$ cat config.mk
export PLATFORM = sky130hd
export DESIGN_NAME = uart_rx
export DESIGN_NICKNAME = d
export VERILOG_FILES = /design/src/rtl/uart_rx.sv
export SDC_FILE = /design/constraint.sdc
export NUM_CORES = 1
export LEC_CHECK = 0
export ABC_AREA = 0
export CORE_MARGIN = 2
export CORE_UTILIZATION = 33
export DETAILED_ROUTE_END_ITERATION = 12
export GPL_TIMING_DRIVEN = 1
export MAX_ROUTING_LAYER = met4
export PLACE_DENSITY_LB_ADDON = 0.15
export SETUP_SLACK_MARGIN = 0.3
export SLEW_MARGIN = 20
export SYNTH_ARGS = -nofsm -noshare
export SYNTH_HDL_FRONTEND = slang
export SYNTH_SLANG_ARGS = --single-unit
$ cat constraint.sdc
create_clock -name clk -period 1.7 [get_ports clk]
set_clock_uncertainty 0.05 [all_clocks]
set_input_delay 0.34 -clock clk [delete_from_list [all_inputs] [get_ports clk]]
set_output_delay 0.34 -clock clk [all_outputs]
set_load 0.01 [all_outputs]
$ cat src/rtl/uart_rx.sv
// uart_rx: 8N1 serial receiver with mid-bit sampling, framing-error detection
// and a break hold-off state that waits for the line to return idle.
module uart_rx #(
   parameter int unsigned CLKS_PER_BIT = 16,
   parameter int unsigned DATA_BITS    = 8
) (
   input  logic                 clk,
   input  logic                 reset,
   input  logic                 rx,
   output logic [DATA_BITS-1:0] data,
   output logic                 valid,
   output logic                 frame_err,
   output logic                 busy
);

   localparam int unsigned CntW = $clog2(CLKS_PER_BIT);
   localparam int unsigned IdxW = (DATA_BITS > 1) ? $clog2(DATA_BITS) : 1;

   localparam logic [CntW-1:0] HalfLast = CntW'(CLKS_PER_BIT / 2 - 1);
   localparam logic [CntW-1:0] BitLast  = CntW'(CLKS_PER_BIT - 1);
   localparam logic [IdxW-1:0] IdxLast  = IdxW'(DATA_BITS - 1);

   typedef enum logic [2:0] {
      StIdle,
      StStart,
      StData,
      StStop,
      StBreak
   } state_e;

   state_e                 state_q, state_d;
   logic                   rx_meta_q, rx_s_q;
   logic [CntW-1:0]        clk_cnt_q, clk_cnt_d;
   logic [IdxW-1:0]        bit_idx_q, bit_idx_d;
   logic [DATA_BITS-1:0]   shift_q, shift_d;
   logic [DATA_BITS-1:0]   data_q, data_d;
   logic                   valid_q, valid_d;
   logic                   frame_err_q, frame_err_d;

   // Two-flop synchronizer; preset high so reset looks like an idle line.
   always_ff @(posedge clk or negedge reset) begin
      if (!reset) begin
         rx_meta_q <= 1'b1;
         rx_s_q    <= 1'b1;
      end else begin
         rx_meta_q <= rx;
         rx_s_q    <= rx_meta_q;
      end
   end

   // State, counters and registered output strobes.
   always_ff @(posedge clk or negedge reset) begin
      if (!reset) begin
         state_q     <= StIdle;
         clk_cnt_q   <= '0;
         bit_idx_q   <= '0;
         shift_q     <= '0;
         data_q      <= '0;
         valid_q     <= 1'b0;
         frame_err_q <= 1'b0;
      end else begin
         state_q     <= state_d;
         clk_cnt_q   <= clk_cnt_d;
         bit_idx_q   <= bit_idx_d;
         shift_q     <= shift_d;
         data_q      <= data_d;
         valid_q     <= valid_d;
         frame_err_q <= frame_err_d;
      end
   end

   // Next-state: half-bit wait to the start-bit centre, then whole-bit steps.
   always_comb begin
      state_d     = state_q;
      clk_cnt_d   = clk_cnt_q;
      bit_idx_d   = bit_idx_q;
      shift_d     = shift_q;
      data_d      = data_q;
      valid_d     = 1'b0;
      frame_err_d = 1'b0;
      unique case (state_q)
         StIdle: begin
            if (!rx_s_q) begin
               state_d   = StStart;
               clk_cnt_d = '0;
            end
         end
         StStart: begin
            if (clk_cnt_q == HalfLast) begin
               clk_cnt_d = '0;
               bit_idx_d = '0;
               // A start bit that is high again at its centre is a glitch.
               state_d   = rx_s_q ? StIdle : StData;
            end else begin
               clk_cnt_d = clk_cnt_q + CntW'(1);
            end
         end
         StData: begin
            if (clk_cnt_q == BitLast) begin
               clk_cnt_d          = '0;
               shift_d[bit_idx_q] = rx_s_q;
               if (bit_idx_q == IdxLast) begin
                  state_d = StStop;
               end else begin
                  bit_idx_d = bit_idx_q + IdxW'(1);
               end
            end else begin
               clk_cnt_d = clk_cnt_q + CntW'(1);
            end
         end
         StStop: begin
            if (clk_cnt_q == BitLast) begin
               clk_cnt_d = '0;
               if (rx_s_q) begin
                  data_d  = shift_q;
                  valid_d = 1'b1;
                  state_d = StIdle;
               end else begin
                  frame_err_d = 1'b1;
                  state_d     = StBreak;
               end
            end else begin
               clk_cnt_d = clk_cnt_q + CntW'(1);
            end
         end
         StBreak: begin
            if (rx_s_q) begin
               state_d = StIdle;
            end
         end
         default: begin
            state_d = StIdle;
         end
      endcase
   end

   // Outputs come straight from registers; busy follows the state.
   always_comb begin
      data      = data_q;
      valid     = valid_q;
      frame_err = frame_err_q;
      busy      = (state_q != StIdle);
   end

endmodule

==> key figures, run 1 <==
Synthesis
  • Number of nets in the synthesized netlist: roughly 120
  • Dominant cell type by area after synthesis: dfrtp_1
  • Seq/Total Area, Yosys: 51.9%
  • Async set-or-reset flop fraction in the synthesized netlist: 100%
  • Number of register bits inferred by synthesis: 30
  • EDFF count, synth: 0
  • Unique masters post-synth: slightly above 40
  • Number of synthesis warnings: 0
  • Synth Instances: 118
  • Dominant cells by area after synthesis: dfrtp_1 (48%), mux2_2 (11%), dfstp_2 (3.6%), mux2i_1 (2.8%), ha_1 (2.6%)
  • Main flop type after synthesis: dfrtp_1
  • Post-synthesis area per instance: about 12 µm²
  • Most common cell in the synthesized netlist: dfrtp_1
  • Netlist area before placement: 1450 µm²
  • Synth top cells by count: dfrtp_1 (28), mux2_2 (14), nor2_1 (7)
  • Post-synth top area share: 48.2%

Min path
  • Worst Min Path Start: rx_meta_q
  • Worst hold path stage count: 0
  • Hold EP: rx_s_q
  • Worst min-delay path class: reg -> reg

Setup path
  • Reg-to-reg slack, setup: -0.23 ns
  • Cell with the largest stage delay on the worst path: a2111oi_4
  • WP data arrival: between 2 and 2.5 ns
  • Number of cells on the worst reg-to-reg path: 5
  • Category of the worst setup path launch point: flip-flop
  • Data required time of the critical path: roughly 1.9 ns
  • Source of the worst register-to-register timing path: bit_idx_q[0]
  • Capture instance of the worst register-to-register path: bit_idx_q[2]
  • Worst path top cell family by delay: compound AO/OA/AOI/OAI gates
  • Crit path buf inv count: 0
  • Endpoint class of the critical path: flip-flop
  • Worst setup path category: reg -> reg
  • Highest net fanout along the worst path: 2
  • Worst-path cell chain: ha_2, ha_4, or3b_4, a2111oi_4, mux2i_1
  • Crit-path max cell delay: 0.41 ns

GRT
  • Maximum number of pins on one net before global-route repair: 31
  • Global-route wire length before repair: 5540 µm
  • Initial antenna violation count: 0
  • Total global routing overflow: 0
  • Via count of the first global-routing pass: around 1,200
  • Global-route usage over all layers: 14.9%

Final layout
  • Ant diodes: 0
  • Relative area change from synthesis to final layout: 51.9%
  • Final-stage net count: 171
  • Fraction of layout cells with a size suffix above 1: between 40% and 50%
  • Post-route standard cell area excluding fillers: 2210 µm²

CTS
  • Inserted Clock Buffers: 5
  • Later-pin clock latency in the skew report: between 0.2 and 0.3 ns
  • Sinks on the clock net: 30
  • H-Tree Depth: 2
  • Root buffer selected by CTS: clkbuf_8
  • Deepest clock path buffer count: 2
  • Register clock-pin slew on the reported worst setup and hold paths: roughly 0.07 ns
  • CTS tree: yes

Route
  • Mean routed wirelength per cell: ~16 µm
  • Via count of the routed design: 1,107
  • Final Routed Wirelength: 3400 µm
  • DRC violations left: 0
  • DR pass1 iterations: 4
  • Post-route antenna net violation count: 0
  • DRC marker count from the first detailed-route iteration: 27
  • Via density: between 5 and 6

STA
  • Unrepaired setup endpoints after global routing: true
  • Minimum clock period: around 1.9 ns
  • Worst slew pin tran: 0.398 ns
  • Headroom to the max-slew limit: between 70% and 80%
  • Final number of setup-violating endpoints: 4
  • FMAX: just over 500 MHz
  • Period Utilization, post-route: 114%
  • Worst Setup Slack, final: -0.230 ns
  • Number of endpoints with negative hold slack in the final report: 0
  • Max-slew violation total from the final report: 0

Pwr
  • IR drop worst, VDD: ~910 µV
  • P per Cell Area: between 1000 and 1500 nW/µm²
  • Standby leakage power: 1.05 nW

Floorplan
  • Y dimension of the die: 70.3 µm
  • Number of primary I/O pins: 14
  • Die Span X: ~70 µm
  • Number of placement rows: 24
  • Area of the core: approximately 4300 µm²
  • Total die area: 4950 µm²
  • Initial core utilization: between 30% and 40%

Run status
  • Violated checks: negative setup slack
  • Outcome: finished with violations

Job
  • Max-cap viol count: 0

Placed design
  • Placed standard-cell area: approximately 1800 µm²
  • RD Place Congestion: between 0.7 and 0.8
  • Buffers on Ports: 13
  • Place WS: -0.199 ns
  • Hpwl dp: around 2000 µm
layout make-up:
cell class,instances,area [µm²]
fillers,401,2090
multi-input cells,77,821
flip-flops and latches,30,754
repair buffers,48,459
clock buffers,6,82.6
well taps,52,65.1
clock inverters,2,12.5
inverters,3,11.3
layout by cell type, fill, tap and decap left out, types with 3 or more instances in the layout:
cell type,n
dfrtp_1,27
buf_4,22
mux2_4,16
dlygate4sd2_1,10
buf_6,9
nor2_1,6
clkbuf_8,6
nand4b_1,4
mux2i_1,4
nand2_1,4
nand4_1,4
buf_12,4
inv_1,3
nor2b_1,3
sequential cells by signal, summed over array words and instances, names as in the netlist:
name	count
data	8
shift_q	8
clk_cnt_q	4
bit_idx_q	3
state_q	3
frame_err	1
rx_meta_q	1
rx_s_q	1
valid	1
worst reg2reg max path, cell delays in order (launching register included):
cell	delay (ns)
dfrtp_1	0.39
ha_2	0.20
ha_4	0.16
or3b_4	0.37
a2111oi_4	0.41
mux2i_1	0.27
stage by stage:
stage | power, mW | utilization [%] | hold WS, ns | setup TNS [ns] | std cells
global route | 3.11 | 51.4 | 0.317 | -0.881 | 218
finish | 2.92 | 51.4 | 0.306 | -0.560 | 218
detailed placement | 1.87 | 42.3 | 0.297 | -0.324 | 191
global placement | 1.86 | 42.3 | 0.297 | -0.132 | 191
CTS | 2.75 | 48.0 | 0.307 | -0.433 | 209
floorplan | 1.56 | - | -0.00559 | -0.189 | 118
metal layers:
metal | up-vias | track usage, % | routed length, µm
met5 | - | - | 0
met3 | 6 | 4.91 | 125
li1 | 527 | - | -
met4 | 0 | 5.13 | 48
met1 | 555 | 18.3 | 1490
met2 | 19 | 23.1 | 1730
repair_timing:
item | in CTS | in global routing
hold buffers | 0 | 0
gates resized for setup | 38 | 13
endpoints found under the hold margin | 0 | 0
buffers inserted | 8 | 9
setup endpoints to repair | 35 | 25
gates cloned | 2 | 0
pin swaps | 11 | 12
logic make-up after synthesis:
family | count (synthesis) | synth area share, %
AND/OR/NAND/NOR | 35 | 15.6
flip-flops | 30 | 51.9
multiplexers | 20 | 15.2
AO/OA/AOI/OAI | 16 | 9.65
buffers and inverters | 12 | 3.96
adder cells (fa/ha/maj) | 3 | 2.58
XOR/XNOR | 2 | 1.21
report_power, final:
| part | switching (mW) | total, mW | internal, mW |
|---|---|---|---|
| clock network | 0.277 | 0.601 | 0.325 |
| logic | 0.645 | 1.40 | 0.759 |
| registers | 0.0910 | 0.916 | 0.825 |
| total | 1.01 | 2.92 | 1.91 |
how the worst max path moves through the flow:
stage	start	to	slack, ns	depth (start not counted)
6_report	bit_idx_q[0]	bit_idx_q[2]	-0.23	5
5_1_grt	bit_idx_q[0]	bit_idx_q[2]	-0.30	5
4_1_cts	bit_idx_q[0]	bit_idx_q[2]	-0.24	5
3_5_place_dp	bit_idx_q[0]	bit_idx_q[2]	-0.20	5
2_1_floorplan	bit_idx_q[1]	bit_idx_q[1]	-0.09	5
3_3_place_gp	bit_idx_q[0]	bit_idx_q[2]	-0.07	5
(Power assumes the default switching activity.)
==> inputs of run 2 (changes only) <==
--- a/config.mk
+++ b/config.mk
@@ -5,7 +5,7 @@
 export SDC_FILE = /design/constraint.sdc
 export NUM_CORES = 1
 export LEC_CHECK = 0
-export ABC_AREA = 0
+export ABC_AREA = 1
 export CORE_MARGIN = 2
 export CORE_UTILIZATION = 33
 export DETAILED_ROUTE_END_ITERATION = 12
==> run 2 against run 1 <==
Net effect:
- global-route usage down 0.96 points
- utilization down 6.1 points
- first-iteration DRC count up 85%
- die area down 0.24%
- synthesized area down 0.26%
- the run now ends clean
- final cell count up 17%
- flip-flop and latch count unchanged
- power down 14%
- largest cell class is now sequential cells
- synthesized cell count up 42%
- non-clock buffer count down 20
- clock-buffer cell count up 1
==> key figures, run 2 <==
GRT
  • Global-route usage over all layers: between 10% and 20%
  • Maximum number of pins on one net before global-route repair: 31
  • Via count of the first global-routing pass: between 1,000 and 1,500
  • Initial antenna violation count: 0
  • Total global routing overflow: 0
  • Global-route wire length before repair: ~5300 µm

STA
  • Unrepaired setup endpoints after global routing: true
  • Number of endpoints with negative hold slack in the final report: 0
  • Minimum clock period: approximately 1.5 ns
  • Period Utilization, post-route: about 86%
  • Headroom to the max-slew limit: ~76%
  • Minimum hold slack: just over 0.3 ns
  • Worst slew pin tran: roughly 0.36 ns
  • FMAX: ~700 MHz
  • Final sum of negative setup slack: 0 ns
  • Final number of setup-violating endpoints: 0
  • Max-slew violation total from the final report: 0

Synthesis
  • Post-synthesis area per instance: a little under 9 µm²
  • Dominant cell type by area after synthesis: dfrtp_1
  • Synth top cells by count: nand2_1 (52), dfrtp_1 (28), nand3_1 (17)
  • Main flop type after synthesis: dfrtp_1
  • Seq/Total Area, Yosys: 52.0%
  • Most common cell in the synthesized netlist: nand2_1
  • Number of register bits inferred by synthesis: 30
  • Async set-or-reset flop fraction in the synthesized netlist: 100%
  • Number of synthesis warnings: 0
  • Dominant cells by area after synthesis: dfrtp_1 (48%), nand2_1 (13%), nand3_1 (5.9%), dfstp_2 (3.6%), inv_1 (3.6%)
  • Netlist area before placement: 1450 µm²
  • Synth Instances: roughly 170
  • Post-synth top area share: about half
  • EDFF count, synth: 0
  • Number of nets in the synthesized netlist: between 150 and 200
  • Unique masters post-synth: 26

Setup path
  • Category of the worst setup path launch point: flip-flop
  • Worst path top cell family by delay: simple AND/OR/NAND/NOR gates
  • Highest net fanout along the worst path: 8
  • Crit-path max cell delay: about 0.41 ns
  • Data required time of the critical path: approximately 1.8 ns
  • WP data arrival: approximately 1.6 ns
  • Most used cell along the critical path: nor2_4
  • Endpoint class of the critical path: flip-flop
  • Reg-to-reg slack, setup: between 0.2 and 0.25 ns
  • Worst-path cell chain: buf_6, nor2_4, nand2_4, nor2_4, nand3_2, nand2_1, o21ai_1
  • Cell with the largest stage delay on the worst path: dfrtp_1
  • Crit path buf inv count: 1
  • Worst setup path category: reg -> reg

CTS
  • CTS tree: yes
  • Root buffer selected by CTS: clkbuf_8
  • Deepest clock path buffer count: 2
  • Inserted Clock Buffers: 5
  • Later-pin clock latency in the skew report: 0.27 ns
  • Hold-fix buffer count after cts: 0
  • H-Tree Depth: 2
  • Register clock-pin slew on the reported worst setup and hold paths: roughly 0.06 ns
  • Sinks on the clock net: 30

Route
  • Mean routed wirelength per cell: ~12 µm
  • DRC violations left: 0
  • Post-route antenna net violation count: 0
  • Final Routed Wirelength: between 3000 and 4000 µm
  • Via count of the routed design: around 1,200
  • DRC marker count from the first detailed-route iteration: 50
  • DR pass1 iterations: 4
  • Via density: roughly 4.7

Placed design
  • Buffers on Ports: 13
  • RD Place Congestion: 0.810
  • Hpwl dp: slightly below 2000 µm

Run status
  • Outcome: completed

Pwr
  • IR drop worst, VDD: just under 800 µV
  • P per Cell Area: between 1000 and 1500 nW/µm²
  • Standby leakage power: 0.967 nW

Final layout
  • Most frequent cells in the layout: nand2_1 (51), dfrtp_1 (26), inv_1 (14), buf_4 (12), dlygate4sd2_1 (10)
  • Most common cell after layout, fill and taps aside: nand2_1
  • Final Core Density: a little under half
  • Ant diodes: 0
  • Final-stage net count: a little over 200
  • Relative area change from synthesis to final layout: 34.1%
  • Fraction of layout cells with a size suffix above 1: 27.7%

Floorplan
  • Y dimension of the die: 70.3 µm
  • Number of placement rows: 24
  • Number of primary I/O pins: 14
  • Initial core utilization: 33.7%
  • Total die area: 4940 µm²
  • Die Span X: approximately 70 µm
  • Area of the core: approximately 4300 µm²

Job
  • Max-cap viol count: 0

Min path
  • Worst min-delay path class: reg -> reg
run 2: changes by cell type after synthesis, sizes merged, moves of 5 or more:
cell	change
buf	-5
o21ai	+10
inv	+13
nand3	+19
mux2	-16
nor2	+11
nand2	+52
run 2: cell type report:
cell class / count / area (µm²)
tap: 52 / 65.1
clock buffer: 7 / 86.3
sequential: 30 / 756
timing repair buffer: 28 / 245
multi-input combinational: 119 / 714
fill: 434 / 2350
inverter: 17 / 71.3
clock inverter: 1 / 5.00
run 2: kinds of logic after synthesis:
logic type / after synthesis / share of synthesized area [%]
adder cells (fa/ha/maj): 3 / 2.59
XOR/XNOR: 1 / 0.605
flip-flops: 30 / 52.0
multiplexers: 1 / 0.691
AO/OA/AOI/OAI: 15 / 5.44
buffers and inverters: 18 / 5.09
AND/OR/NAND/NOR: 99 / 33.6
run 2: what timing repair did:
item	in CTS	in global routing
setup endpoints to repair	34	25
pin swaps	4	10
buffers inserted	6	5
resized for setup	32	5
run 2: layer usage:
| metal | global-route usage (%) | up-vias | part of all wire (%) |
|---|---|---|---|
| met1 | 16.7 | 567 | 47 |
| met2 | 22.4 | 17 | 49 |
| met3 | 3.17 | 9 | 2.2 |
| li1 | - | 606 | - |
| met4 | 6.20 | 0 | 2.2 |
| met5 | - | - | 0 |
run 2: where the power goes:
part / internal (mW) / switching [mW]
clock network: 0.326 / 0.251
logic: 0.431 / 0.612
registers: 0.800 / 0.0936
run 2: path summary, 6_finish.rpt:
kind	from	end	depth (start not counted)
worst max-delay path	state_q[0]	shift_q[3]	7
worst min-delay path	rx_meta_q	rx_s_q	0
worst max register to register	state_q[0]	shift_q[3]	7
worst min register to register	rx_meta_q	rx_s_q	0
max in group asynchronous	reset	rx_meta_q	2
min in group asynchronous	reset	data[2]	2
run 2: through the flow:
step | instances | total power [mW] | cell area, µm² | setup slack (ns)
finish | 254 | 2.51 | 1940 | 0.241
global route | 254 | 2.69 | 1940 | 0.140
CTS | 249 | 2.43 | 1900 | 0.143
detailed placement | 235 | 1.69 | 1680 | 0.123
global placement | 235 | 1.66 | 1680 | 0.147
floorplan | 167 | 1.46 | 1450 | 0.318
==> inputs of run 3 (changes only) <==
--- a/config.mk
+++ b/config.mk
@@ -8,6 +8,7 @@
 export ABC_AREA = 1
 export CORE_MARGIN = 2
 export CORE_UTILIZATION = 33
+export CTS_BUF_LIST = sky130_fd_sc_hd__clkbuf_16
 export DETAILED_ROUTE_END_ITERATION = 12
 export GPL_TIMING_DRIVEN = 1
 export MAX_ROUTING_LAYER = met4
==> run 3 against run 2 <==
Net effect:
- flip-flop and latch count did not move
- highest routed layer unchanged
- clock power is 40% higher
- register-to-register slack about the same
- wire length up 0.13%
- via count increased by 0.17%
- sequential share of layout area fell by 0.98 points
- utilization grew 1.2 points
- critical path type unchanged
- sequential power up 0.6%
- clock-buffer cell count decreased by 2
- largest power group unchanged
- global-route usage hardly changed
- cell area up 2.6%
==> key figures, run 3 (synthesis gave the netlist of run 2 again) <==
Floorplan
  • Total die area: a little under 5000 µm²
  • Number of primary I/O pins: 14
  • Die Span X: between 70 and 80 µm
  • Area of the core: roughly 4300 µm²
  • Number of placement rows: 24
  • Y dimension of the die: 70.3 µm
  • Initial core utilization: approximately a third

GRT
  • Maximum number of pins on one net before global-route repair: 31
  • Total global routing overflow: 0
  • Initial antenna violation count: 0
  • Via count of the first global-routing pass: around 1,200
  • Global-route wire length before repair: between 5000 and 6000 µm
  • Global-route usage over all layers: between 10% and 20%

Route
  • Via density: ~4.7
  • Mean routed wirelength per cell: 12.1 µm
  • Via count of the routed design: between 1,000 and 1,500
  • DRC marker count from the first detailed-route iteration: 55
  • DR pass1 iterations: 4
  • Final Routed Wirelength: about 3000 µm
  • Post-route antenna net violation count: 0
  • DRC violations left: 0

CTS
  • H-Tree Depth: 2
  • Hold-fix buffer count after cts: 0
  • Deepest clock path buffer count: 2
  • CTS tree: yes
  • Register clock-pin slew on the reported worst setup and hold paths: ~0.05 ns
  • Root buffer selected by CTS: clkbuf_16
  • Sinks on the clock net: 30
  • Inserted Clock Buffers: 5
  • Later-pin clock latency in the skew report: around 0.27 ns

Placed design
  • Place WS: about 0.12 ns
  • Placed Instances: 235
  • Buffers on Ports: 13
  • Placed standard-cell area: about 1700 µm²
  • RD Place Congestion: roughly 0.81
  • Hpwl dp: ~2000 µm

Pwr
  • Standby leakage power: 0.986 nW
  • P per Cell Area: around 1400 nW/µm²
  • IR drop worst, VDD: approximately 770 µV
  • Total power of the final layout: ~2.8 mW

Final layout
  • Fraction of layout cells with a size suffix above 1: 27.9%
  • Post-route standard cell area excluding fillers: 1990 µm²
  • Final instance count without filler cells: around 250
  • Most frequent cells in the layout: nand2_1 (50), dfrtp_1 (26), inv_1 (15)
  • Most common cell after layout, fill and taps aside: nand2_1
  • Final-stage net count: 206
  • Ant diodes: 0
  • Relative area change from synthesis to final layout: 37.6%
  • Number of fillers in the final layout: around 430
  • Final Core Density: a little under half

Setup path
  • Most used cell along the critical path: nor2_4
  • Category of the worst setup path launch point: flip-flop
  • Highest net fanout along the worst path: 8
  • Data required time of the critical path: roughly 1.8 ns
  • Reg-to-reg slack, setup: around 0.24 ns
  • Cell with the largest stage delay on the worst path: dfrtp_2
  • Worst setup path category: reg -> reg
  • Crit-path max cell delay: 0.41 ns
  • Endpoint class of the critical path: flip-flop
  • Worst-path cell chain: buf_6, nor2_4, nand2_4, nor2_4, nand3_2, nand2_1, o21ai_1
  • WP data arrival: 1.56 ns

STA
  • Max-slew violation total from the final report: 0
  • Worst slew pin tran: 0.351 ns
  • Minimum clock period: ~1.5 ns
  • Headroom to the max-slew limit: 76.6%
  • Final sum of negative setup slack: 0 ns
  • FMAX: around 700 MHz
  • Final number of setup-violating endpoints: 0
  • Minimum hold slack: slightly above 0.3 ns
  • Unrepaired setup endpoints after global routing: true
  • Number of endpoints with negative hold slack in the final report: 0
  • Worst Setup Slack, final: roughly 0.24 ns
  • Period Utilization, post-route: a little under nine tenths

Run status
  • Outcome: completed

Job
  • Max-cap viol count: 0

Min path
  • Worst min-delay path class: reg -> reg
-- run 3: changes by cell type in the layout (fill, tap and decap cells not counted), moves of 2 or more --
cell	before	now
clkbuf_16	0	5
buf_4	12	10
nand2_2	3	5
clkbuf_8	6	0
-- run 3: final timing paths --
path / start / end / cells past startpoint
setup reg to reg: state_q[2] / shift_q[3] / 7
hold / removal: rx_meta_q / rx_s_q / 0
setup / recovery: state_q[2] / shift_q[3] / 7
min in group asynchronous: reset / data[2] / 2
hold reg to reg: rx_meta_q / rx_s_q / 0
max in group asynchronous: reset / rx_meta_q / 2
-- run 3: final cells by class --
class,count,area [µm²],share of cell area (%)
Timing Repair Buffer,27,241,12.1
Clock buffer,5,125,6.28
Clock inverter,3,12.5,0.628
Multi-Input combinational cell,119,722,36.2
Tap cell,52,65.1,3.26
Sequential cell,30,756,37.9
Inverter,17,71.3,3.58
-- run 3: metal layers --
metal | global-route usage, % | vias up | wire, µm
met2 | 22.1 | 22 | 1470
met5 | - | - | 0
li1 | - | 604 | -
met3 | 3.17 | 12 | 74
met4 | 6.41 | 0 | 84
met1 | 16.8 | 563 | 1430
-- run 3: power breakdown --
group,total [mW],switching (mW),internal (mW)
Combinational,1.04,0.607,0.437
Sequential,0.899,0.0973,0.802
Clock,0.809,0.282,0.527
Total,2.75,0.987,1.77
-- run 3: critical path, delay by kind of cell, from the launching register on --
family,cells,cell delay (ns)
flops,1,0.41
compound gates,1,0.06
buf+inv,1,0.14
simple gates,5,0.68
-- run 3: repair_timing --
item	in CTS	in global routing
buffers inserted	6	4
endpoints found under the hold margin	0	0
gates cloned	0	0
pin swaps	3	11
endpoints found under the setup margin	35	25
resized for setup	32	8
